--- src/rtl/snk68_sound_pkg.sv ---
// Shared constants and types for the 68k <-> Z80 sound command/response latches.
package snk68_sound_pkg;

  typedef logic [7:0] latch_byte_t;
  typedef logic [7:0] nmi_cnt_t;

  localparam int          NMI_PULSE_DEFAULT = 16;
  localparam latch_byte_t LATCH_RESET_VAL   = 8'h00;

endpackage

--- src/rtl/sound_latch_bridge_if.sv ---
// Bus signals between the 68k/Z80 address decode and the sound latch bridge.
interface sound_latch_bridge_if;
  import snk68_sound_pkg::*;

  logic        m68k_latch_cs;
  logic        z80_latch_read_cs;
  logic        m68k_uds_n;
  logic [15:0] m68k_din;
  logic [15:0] m68k_dout;
  logic        z80_latch_cs;
  logic        z80_rd_n;
  logic        z80_wr_n;
  latch_byte_t z80_din;
  latch_byte_t z80_dout;
  logic        z80_nmi_n;
  logic        cmd_pending;
  logic        rsp_pending;

  modport master (
    output m68k_latch_cs, z80_latch_read_cs, m68k_uds_n, m68k_din,
           z80_latch_cs, z80_rd_n, z80_wr_n, z80_din,
    input  m68k_dout, z80_dout, z80_nmi_n, cmd_pending, rsp_pending
  );

  modport slave (
    input  m68k_latch_cs, z80_latch_read_cs, m68k_uds_n, m68k_din,
           z80_latch_cs, z80_rd_n, z80_wr_n, z80_din,
    output m68k_dout, z80_dout, z80_nmi_n, cmd_pending, rsp_pending
  );

endinterface

--- src/rtl/strobe_rise.sv ---
// One-flop rising-edge detector producing a single-cycle pulse per select assertion.
module strobe_rise (
    input  logic clk,
    input  logic reset_n,
    input  logic i_level,
    output logic o_pulse
);

    // The flop remembers "level was low last cycle" and clears to 0, so a
    // select already high when reset releases is never seen as a new edge.
    logic r_was_low;

    always_ff @(posedge clk or negedge reset_n) begin
        if (!reset_n) begin
            r_was_low <= 1'b0;
        end else begin
            r_was_low <= ~i_level;
        end
    end

    assign o_pulse = i_level & r_was_low;

endmodule

--- src/rtl/sound_latch_bridge.sv ---
// Command latch (68k -> Z80, with NMI pulse) and response latch (Z80 -> 68k).
module sound_latch_bridge
    import snk68_sound_pkg::*;
#(
    parameter int NMI_PULSE = NMI_PULSE_DEFAULT
) (
    input  logic                 clk,
    input  logic                 reset_n,
    sound_latch_bridge_if.slave  bus
);

    localparam nmi_cnt_t NMI_LOAD = nmi_cnt_t'(NMI_PULSE);

    logic        w_cmd_wr_lvl;
    logic        w_cmd_rd_lvl;
    logic        w_rsp_wr_lvl;
    logic        w_cmd_wr;
    logic        w_cmd_rd;
    logic        w_rsp_wr;
    logic        w_rsp_rd;
    logic        w_unused_din_lo;

    latch_byte_t r_cmd;
    latch_byte_t r_rsp;
    logic        r_cmd_pending;
    logic        r_rsp_pending;
    nmi_cnt_t    r_nmi_cnt;

    assign w_cmd_wr_lvl    = bus.m68k_latch_cs & ~bus.m68k_uds_n;
    assign w_cmd_rd_lvl    = bus.z80_latch_cs  & ~bus.z80_rd_n;
    assign w_rsp_wr_lvl    = bus.z80_latch_cs  & ~bus.z80_wr_n;
    assign w_unused_din_lo = ^bus.m68k_din[7:0];

    strobe_rise u_cmd_wr (.clk(clk), .reset_n(reset_n), .i_level(w_cmd_wr_lvl),          .o_pulse(w_cmd_wr));
    strobe_rise u_cmd_rd (.clk(clk), .reset_n(reset_n), .i_level(w_cmd_rd_lvl),          .o_pulse(w_cmd_rd));
    strobe_rise u_rsp_wr (.clk(clk), .reset_n(reset_n), .i_level(w_rsp_wr_lvl),          .o_pulse(w_rsp_wr));
    strobe_rise u_rsp_rd (.clk(clk), .reset_n(reset_n), .i_level(bus.z80_latch_read_cs), .o_pulse(w_rsp_rd));

    // Command path: a write wins over a same-cycle read so fresh data stays flagged.
    always_ff @(posedge clk or negedge reset_n) begin
        if (!reset_n) begin
            r_cmd         <= LATCH_RESET_VAL;
            r_cmd_pending <= 1'b0;
        end else if (w_cmd_wr) begin
            r_cmd         <= bus.m68k_din[15:8];
            r_cmd_pending <= 1'b1;
        end else if (w_cmd_rd) begin
            r_cmd_pending <= 1'b0;
        end
    end

    // Reloading mid-pulse keeps the counter non-zero, so the NMI just stretches.
    always_ff @(posedge clk or negedge reset_n) begin
        if (!reset_n) begin
            r_nmi_cnt <= '0;
        end else if (w_cmd_wr) begin
            r_nmi_cnt <= NMI_LOAD;
        end else if (r_nmi_cnt != '0) begin
            r_nmi_cnt <= r_nmi_cnt - nmi_cnt_t'(1);
        end
    end

    always_ff @(posedge clk or negedge reset_n) begin
        if (!reset_n) begin
            r_rsp         <= LATCH_RESET_VAL;
            r_rsp_pending <= 1'b0;
        end else if (w_rsp_wr) begin
            r_rsp         <= bus.z80_din;
            r_rsp_pending <= 1'b1;
        end else if (w_rsp_rd) begin
            r_rsp_pending <= 1'b0;
        end
    end

    assign bus.z80_dout    = r_cmd;
    assign bus.m68k_dout   = {r_rsp, r_rsp};
    assign bus.z80_nmi_n   = (r_nmi_cnt == '0);
    assign bus.cmd_pending = r_cmd_pending;
    assign bus.rsp_pending = r_rsp_pending;

endmodule

--- src/flat_wrapper.sv ---
// flat-port wrapper written by rule: the top's interface ports become plain ports
module sound_latch_bridge_flat import snk68_sound_pkg::*;
#(
    parameter int NMI_PULSE = NMI_PULSE_DEFAULT
)
  (clk, reset_n, bus_m68k_latch_cs, bus_z80_latch_read_cs, bus_m68k_uds_n, bus_m68k_din, bus_z80_latch_cs, bus_z80_rd_n, bus_z80_wr_n, bus_z80_din, bus_m68k_dout, bus_z80_dout, bus_z80_nmi_n, bus_cmd_pending, bus_rsp_pending);
  sound_latch_bridge_if bus_i ();
  input  logic clk;
  input  logic reset_n;
  input wire logic [$bits(bus_i.m68k_latch_cs)-1:0] bus_m68k_latch_cs;
  input wire logic [$bits(bus_i.z80_latch_read_cs)-1:0] bus_z80_latch_read_cs;
  input wire logic [$bits(bus_i.m68k_uds_n)-1:0] bus_m68k_uds_n;
  input wire logic [$bits(bus_i.m68k_din)-1:0] bus_m68k_din;
  input wire logic [$bits(bus_i.z80_latch_cs)-1:0] bus_z80_latch_cs;
  input wire logic [$bits(bus_i.z80_rd_n)-1:0] bus_z80_rd_n;
  input wire logic [$bits(bus_i.z80_wr_n)-1:0] bus_z80_wr_n;
  input wire logic [$bits(bus_i.z80_din)-1:0] bus_z80_din;
  output wire logic [$bits(bus_i.m68k_dout)-1:0] bus_m68k_dout;
  output wire logic [$bits(bus_i.z80_dout)-1:0] bus_z80_dout;
  output wire logic [$bits(bus_i.z80_nmi_n)-1:0] bus_z80_nmi_n;
  output wire logic [$bits(bus_i.cmd_pending)-1:0] bus_cmd_pending;
  output wire logic [$bits(bus_i.rsp_pending)-1:0] bus_rsp_pending;
  assign bus_i.m68k_latch_cs = bus_m68k_latch_cs;
  assign bus_i.z80_latch_read_cs = bus_z80_latch_read_cs;
  assign bus_i.m68k_uds_n = bus_m68k_uds_n;
  assign bus_i.m68k_din = bus_m68k_din;
  assign bus_i.z80_latch_cs = bus_z80_latch_cs;
  assign bus_i.z80_rd_n = bus_z80_rd_n;
  assign bus_i.z80_wr_n = bus_z80_wr_n;
  assign bus_i.z80_din = bus_z80_din;
  assign bus_m68k_dout = bus_i.m68k_dout;
  assign bus_z80_dout = bus_i.z80_dout;
  assign bus_z80_nmi_n = bus_i.z80_nmi_n;
  assign bus_cmd_pending = bus_i.cmd_pending;
  assign bus_rsp_pending = bus_i.rsp_pending;
  sound_latch_bridge #(.NMI_PULSE(NMI_PULSE)) u_core (.clk(clk), .reset_n(reset_n), .bus(bus_i));
endmodule
--- config.mk ---
export PLATFORM = sky130hd
export DESIGN_NAME = sound_latch_bridge_flat
export DESIGN_NICKNAME = d
export VERILOG_FILES = /design/src/rtl/snk68_sound_pkg.sv /design/src/rtl/sound_latch_bridge_if.sv /design/src/rtl/strobe_rise.sv /design/src/rtl/sound_latch_bridge.sv /design/src/flat_wrapper.sv
export SDC_FILE = /design/constraint.sdc
export NUM_CORES = 1
export LEC_CHECK = 0
export BUFFER_PORTS_ARGS = -buffer_cell sky130_fd_sc_hd__buf_2
export CORE_MARGIN = 2
export CORE_UTILIZATION = 41
export DETAILED_ROUTE_END_ITERATION = 16
export HOLD_SLACK_MARGIN = 0.15
export PLACE_DENSITY_LB_ADDON = 0.3
export SLEW_MARGIN = 15
export SYNTH_ARGS = -nofsm -noshare
export SYNTH_HDL_FRONTEND = slang
export SYNTH_HIERARCHICAL = 1
export SYNTH_SLANG_ARGS = --single-unit
--- constraint.sdc ---
create_clock -name clk -period 1.75 [get_ports clk]
set_clock_uncertainty 0.05 [all_clocks]
set_input_delay 0.0875 -clock clk [delete_from_list [all_inputs] [get_ports clk]]
set_output_delay 0.0875 -clock clk [all_outputs]
set_load 0.005 [all_outputs]
# --- After elaboration in Yosys (flattened, before gate mapping) ---
# Cells that the tools add are included.
totals:
  ff_bits: 30
  inputBits: 32
  output_inout_bits: 27
  word_cells: 35
classes:
  add_sub_neg: 1
  mux: 6
  bitwise_logic: 14
  n_reduce_logical: 5
op_table:
  columns: ["operator", "count"]
  rows:
  - ["two-way mux 8 bit", 2]
  - ["logical NOT 8 bit", 1]
  - ["nonzero test 8 bit", 1]
  - ["subtractor 8 x 1 -> 8 bit (second input constant)", 1]
  - ["AND 1 bit", 7]
  - ["inverter 1 bit", 7]
  - ["nonzero test 2 bit", 3]
  - ["two-way mux 1 bit", 4]

# --- Depth between registers and ports, before layout ---
depth:
  depth_word: 5
  depth_mapped: 6
  depth_no_buf: 5

# --- By module ---
# The synthesis kept the hierarchy.
by_module_without_submodules:
  columns: ["mod", "instances", "cells_each", "area_per_inst_um2", "seq_area_each_um2"]
  rows:
  - ["sound_latch_bridge", 1, 96, 1187.4, 650.6]
  - ["strobe_rise", 4, 3, 35.0, 25.0]

# --- Worst setup path before layout ---
# No wires, ideal clock.
synth_timing:
  path_type: "register to register"
  startpoint: "reg u_core.r_nmi_cnt[0]"
  endpoint: "reg u_core.r_nmi_cnt[6]"
  setup_time_ns: 0.078
  arrival_time_ns: 1.697
  required_time_ns: 1.622
  slack_ns: -0.076
  stages_incl_launch_ff: 6
  n_path_buf: 0
  synth_period_minus_slack_ns: 1.826
  cell_sequence: "dfrtp_1 -> inv_1 -> ha_1 -> or4b_4 -> or4b_1 -> a21oi_1"
synth_between:
  elab_chain_cells: 3
  word_cells_on_any_way: 5
  cone_classes: "1 x add/sub; 2 x mux; 2 x reduce/logical"
synth_lines:
  columns: ["item", "line", "text"]
  rows:
  - ["start, declared", "sound_latch_bridge.sv:27", "nmi_cnt_t r_nmi_cnt;"]
  - ["start signal, assigned", "sound_latch_bridge.sv:59", "r_nmi_cnt <= r_nmi_cnt - nmi_cnt_t'(1);"]
  - ["subtractor 8 x 1 -> 8 bit", "sound_latch_bridge.sv:59", null]
  - ["two-way mux 8 bit", "sound_latch_bridge.sv:58", "end else if (r_nmi_cnt != '0) begin"]
  - ["two-way mux 8 bit", "sound_latch_bridge.sv:56", "end else if (w_cmd_wr) begin"]
# Parallel ways exist; a longest one is shown, timed or not. The select of a mux whose other input is x is not followed.
# A chain may end at the register's enable or synchronous reset.

# --- Final worst setup path ---
layout_timing:
  startpoint: "reg u_core.r_nmi_cnt[0]"
  endpoint: "out bus_z80_nmi_n"
layout_between:
  elab_chain_cells: 1
layout_lines:
  columns: ["item", "line", "text"]
  rows:
  - ["logical NOT 8 bit", "sound_latch_bridge.sv:77", "assign bus.z80_nmi_n = (r_nmi_cnt == '0);"]
  - ["end, declared", "flat_wrapper.sv:20", "output wire logic [$bits(bus_i.z80_nmi_n)-1:0] bus_z80_nmi_n;"]
# No other way between the ends.

==> impl_results.rst <==
.. list-table::
   :header-rows: 1

   * - Metric
     - Value
   * - Outcome
     - complete, but fails checks
   * - Violated checks
     - negative setup slack
   * - Final setup violating endpoints
     - 7
   * - Post-synth net total
     - approximately 140
   * - Syn Inst Count
     - around 110
   * - Cell Pwr Density
     - 1260 nW/um^2
   * - CTS tree
     - built
   * - Yosys warning count
     - 6
   * - Placer congestion estimate
     - between 0.7 and 0.8
   * - Leakage power total
     - around 1.0 nW
   * - Comb power frac
     - 46.4%
   * - Port Buf Inserts
     - 50
   * - Vert. Die Dim
     - ~60 microns
   * - Largest family of logic cells by synthesized area
     - multiplexers
   * - First-pass GRT wire length
     - between 5000 and 6000 microns
   * - Most area-consuming cells after synthesis
     - sky130_fd_sc_hd__dfrtp_1 57%, sky130_fd_sc_hd__mux2_2 15%, sky130_fd_sc_hd__buf_4 4.5%
   * - Crit path max fanout
     - 2
   * - Diodes inserted
     - 0
   * - Initial antenna violation count
     - 0
   * - Worst hold path type
     - in2reg
   * - Number of rows created at floorplan
     - 20
   * - Share of synthesized cell area in full adder, half adder and majority cells
     - less than 1%
   * - Reported net switching power
     - roughly 0.9 mW
   * - Remaining global-route overflow
     - 0
   * - Switching Fraction
     - about a third
   * - Fraction of synthesized area in multiplexers
     - between 10% and 20%
   * - WP data required
     - around 1.6 ns
   * - Yosys top cell by area
     - sky130_fd_sc_hd__dfrtp_1
   * - Type of element capturing the critical path
     - primary output
   * - Most common cell in the netlist
     - sky130_fd_sc_hd__dfrtp_1
   * - Routed wirelength normalized by instance count
     - 14.0 microns
   * - Number of distinct library cells after synthesis
     - 26
   * - Insertion delay to the later sink of the worst-skew pair
     - approximately 0.34 ns
   * - Max-cap violation count
     - 0
   * - DP Wirelength
     - around 2000 microns
   * - Fraction of post-synthesis cell area in the top cell type by area
     - 56.6%
   * - DR vias/cell
     - roughly 4.8
   * - Root Buffer Master
     - sky130_fd_sc_hd__clkbuf_4
   * - Die width
     - 60.9 microns
   * - Layout Area Growth over Synthesis
     - 58.9%
   * - Clk slew on worst S/H paths
     - ~0.09 ns
   * - Net count of the finished layout
     - 230
   * - Post-synth top flop
     - sky130_fd_sc_hd__dfrtp_1
   * - Post-synthesis simple-gate area fraction
     - ~12%
   * - RSZ-0062 raised after global routing
     - yes
   * - Largest buffer count on any clock path
     - 2
   * - Post-synth design cell area
     - 1330 sq um
   * - Worst Tran Pin Value
     - around 0.65 ns
   * - FMAX
     - between 0.5 and 0.6 GHz
   * - Number of iterations in the first detailed-routing pass
     - 4
   * - Final cycle utilization of the critical path
     - 108%
   * - Wire length reported by the detailed router
     - about 3400 microns
   * - Largest voltage drop on the vdd net
     - approximately 650 uV
   * - Int Power
     - about 1.7 mW
   * - Critical path class
     - reg2out
   * - Share of synthesized area occupied by flip-flops and latches
     - a little under three fifths
   * - Average size of a mapped cell
     - approximately 12 sq um
   * - Endpoints failing hold
     - 0
   * - Post-layout minimum cycle time
     - between 1.5 and 2 ns
   * - Total Neg Setup Slack
     - -0.514 ns
   * - GRT Resource Usage Total
     - between 20% and 30%
   * - Starting utilization of the core area
     - between 40 and 50%
   * - Complex-gate fraction of the synthesized area
     - about 7.4%
   * - I/O pin total
     - a little under 60
   * - Inserted Clock Buffers
     - 5
   * - Normalized max-slew margin
     - 56.6%
   * - Flops & latches, synth
     - 30
   * - Fraction of layout instances using a drive strength above 1
     - a little under three fifths
   * - Proportion of power drawn by the clock network
     - about 16%
   * - Sink count of the clock tree
     - 30
   * - H-tree levels
     - 2
   * - Final cell utilization of the core
     - just under 70%
   * - DRC Markers
     - 0
   * - Worst EP arrival
     - 1.74 ns
   * - Total of fill cells in the finished design
     - about 240
   * - Number of pins exceeding their max-slew limit in the final report
     - 0
   * - Post-route antenna net violation count
     - 0
   * - Element type at the critical path start
     - flop
   * - Core Footprint
     - 3080 sq um
   * - Via count
     - between 1,000 and 1,500
   * - DRT iter0 DRCs
     - 21
   * - Commonest cells in the netlist
     - 30 x sky130_fd_sc_hd__dfrtp_1, 18 x sky130_fd_sc_hd__mux2_2, 8 x sky130_fd_sc_hd__buf_4, 8 x sky130_fd_sc_hd__inv_1, 6 x sky130_fd_sc_hd__nor2b_1
   * - Post-layout total power
     - between 2 and 3 mW
   * - Portion of total power attributed to sequential cells
     - between 30% and 40%
   * - Number of synthesized flops with an enable pin
     - 0
   * - XOR/XNOR share of the synthesized area
     - 0%
   * - Largest net degree at the start of global routing
     - 31
   * - Final hold slack
     - about 0.23 ns
   * - Total die area
     - 3710 sq um
   * - Synth async-reset ratio
     - 100%
   * - Via count of the first global-routing pass
     - around 1,200
   * - Worst setup timing slack at the placement stage
     - -0.0921 ns
   * - Setup slack after layout
     - -0.132 ns
==> worst max-delay path: stages, from the launching register on <==
cell,delay [ns]
sky130_fd_sc_hd__dfrtp_1,0.40
sky130_fd_sc_hd__inv_2,0.09
sky130_fd_sc_hd__ha_4,0.14
sky130_fd_sc_hd__or4b_4,0.46
sky130_fd_sc_hd__buf_6,0.14
sky130_fd_sc_hd__nor2_4,0.07
sky130_fd_sc_hd__buf_2,0.11
==> path summary, 6_finish.rpt <==
check | startpoint | to | slack [ns] | depth (start not counted)
max | u_core/r_nmi_cnt[0] | bus_z80_nmi_n | -0.13 | 6
min | bus_z80_latch_cs | u_core/bus.cmd_pending | 0.23 | 5
max reg2reg | u_core/r_nmi_cnt[0] | u_core/r_nmi_cnt[5] | -0.12 | 5
min reg2reg | u_core/bus.cmd_pending | u_core/bus.cmd_pending | 0.44 | 1
max in group asynchronous | reset_n | u_core/r_nmi_cnt[3] | 0.93 | 2
min in group asynchronous | reset_n | u_core/r_nmi_cnt[5] | 0.27 | 2
==> power groups by stage <==
stage          logic, mW  registers (mW)  clock network [mW]
2_1_floorplan      0.464           0.976                   0
3_3_place_gp       0.778           0.965                   0
3_5_place_dp       0.813           0.979                   0
4_1_cts             1.05           0.970               0.446
5_1_grt             1.34            1.00               0.479
6_report            1.24           0.988               0.437
==> cells in the final DEF (no fill, tap or decap), types with 2 or more instances in the layout <==
cell | Yosys | routed
sky130_fd_sc_hd__o21ai_0 | 2 | 2
sky130_fd_sc_hd__mux2_4 | 0 | 2
sky130_fd_sc_hd__mux2_2 | 18 | 16
sky130_fd_sc_hd__clkbuf_4 | 0 | 5
sky130_fd_sc_hd__inv_1 | 8 | 6
sky130_fd_sc_hd__buf_4 | 8 | 15
sky130_fd_sc_hd__nor2b_1 | 6 | 5
sky130_fd_sc_hd__dlygate4sd3_1 | 0 | 24
sky130_fd_sc_hd__nor2_1 | 3 | 2
sky130_fd_sc_hd__buf_2 | 0 | 50
sky130_fd_sc_hd__a21o_1 | 2 | 2
sky130_fd_sc_hd__a21oi_1 | 5 | 4
sky130_fd_sc_hd__inv_2 | 0 | 2
sky130_fd_sc_hd__and2_1 | 4 | 4
sky130_fd_sc_hd__dfrtp_1 | 30 | 29
sky130_fd_sc_hd__nor3_1 | 3 | 3
sky130_fd_sc_hd__buf_6 | 0 | 4
==> per-layer routing <==
layer	track usage [%]	share of wire, %	vias to the layer above
li1	-	-	539
met5	0	0	-
met2	36.7	53	39
met4	11.5	3.8	0
met1	20.4	38	567
met3	6.18	4.9	15
==> stage by stage <==
stage	cell area, sq um	cells
floorplan	1340	108
global placement	1650	201
detailed placement	1650	201
CTS	2050	241
global route	2110	242
finish	2110	242
==> state kept, by name, indices dropped and copies added, names as in the netlist <==
signal,count
u_core/bus.z80_dout,8
u_core/r_rsp,8
u_core/u_rsp_wr/r_was_low,1
u_core/r_nmi_cnt,8
u_core/u_cmd_wr/r_was_low,1
u_core/u_cmd_rd/r_was_low,1
u_core/bus.cmd_pending,1
u_core/u_rsp_rd/r_was_low,1
u_core/bus.rsp_pending,1
==> cells by family (layout without fill, tap and decap cells) <==
logic type,Yosys count,after routing
flops,30,30
buf+inv,19,109
simple gates,25,25
fa+ha+maj,1,1
mux,18,18
compound gates,15,15
==> layout make-up <==
cell class,instances,area [sq um],share of cell area [%]
clock buffer,7,55.1,2.61
clock inverter,1,5.00,0.237
inverter,8,30.0,1.42
multi-input combinational,59,564,26.7
sequential,30,752,35.6
tap,44,55.1,2.61
timing repair buffer,93,648,30.7
==> what timing repair did <==
action / 4_1_cts / 5_1_grt
pin swaps: 5 / 1
resized for setup: 10 / 12
hold endpoints to repair: 52 / 0
hold buffers: 24 / 0
setup buffers: 8 / 4
setup endpoints to repair: 4 / 7
Note: power is estimated with default switching activity, not from simulation.
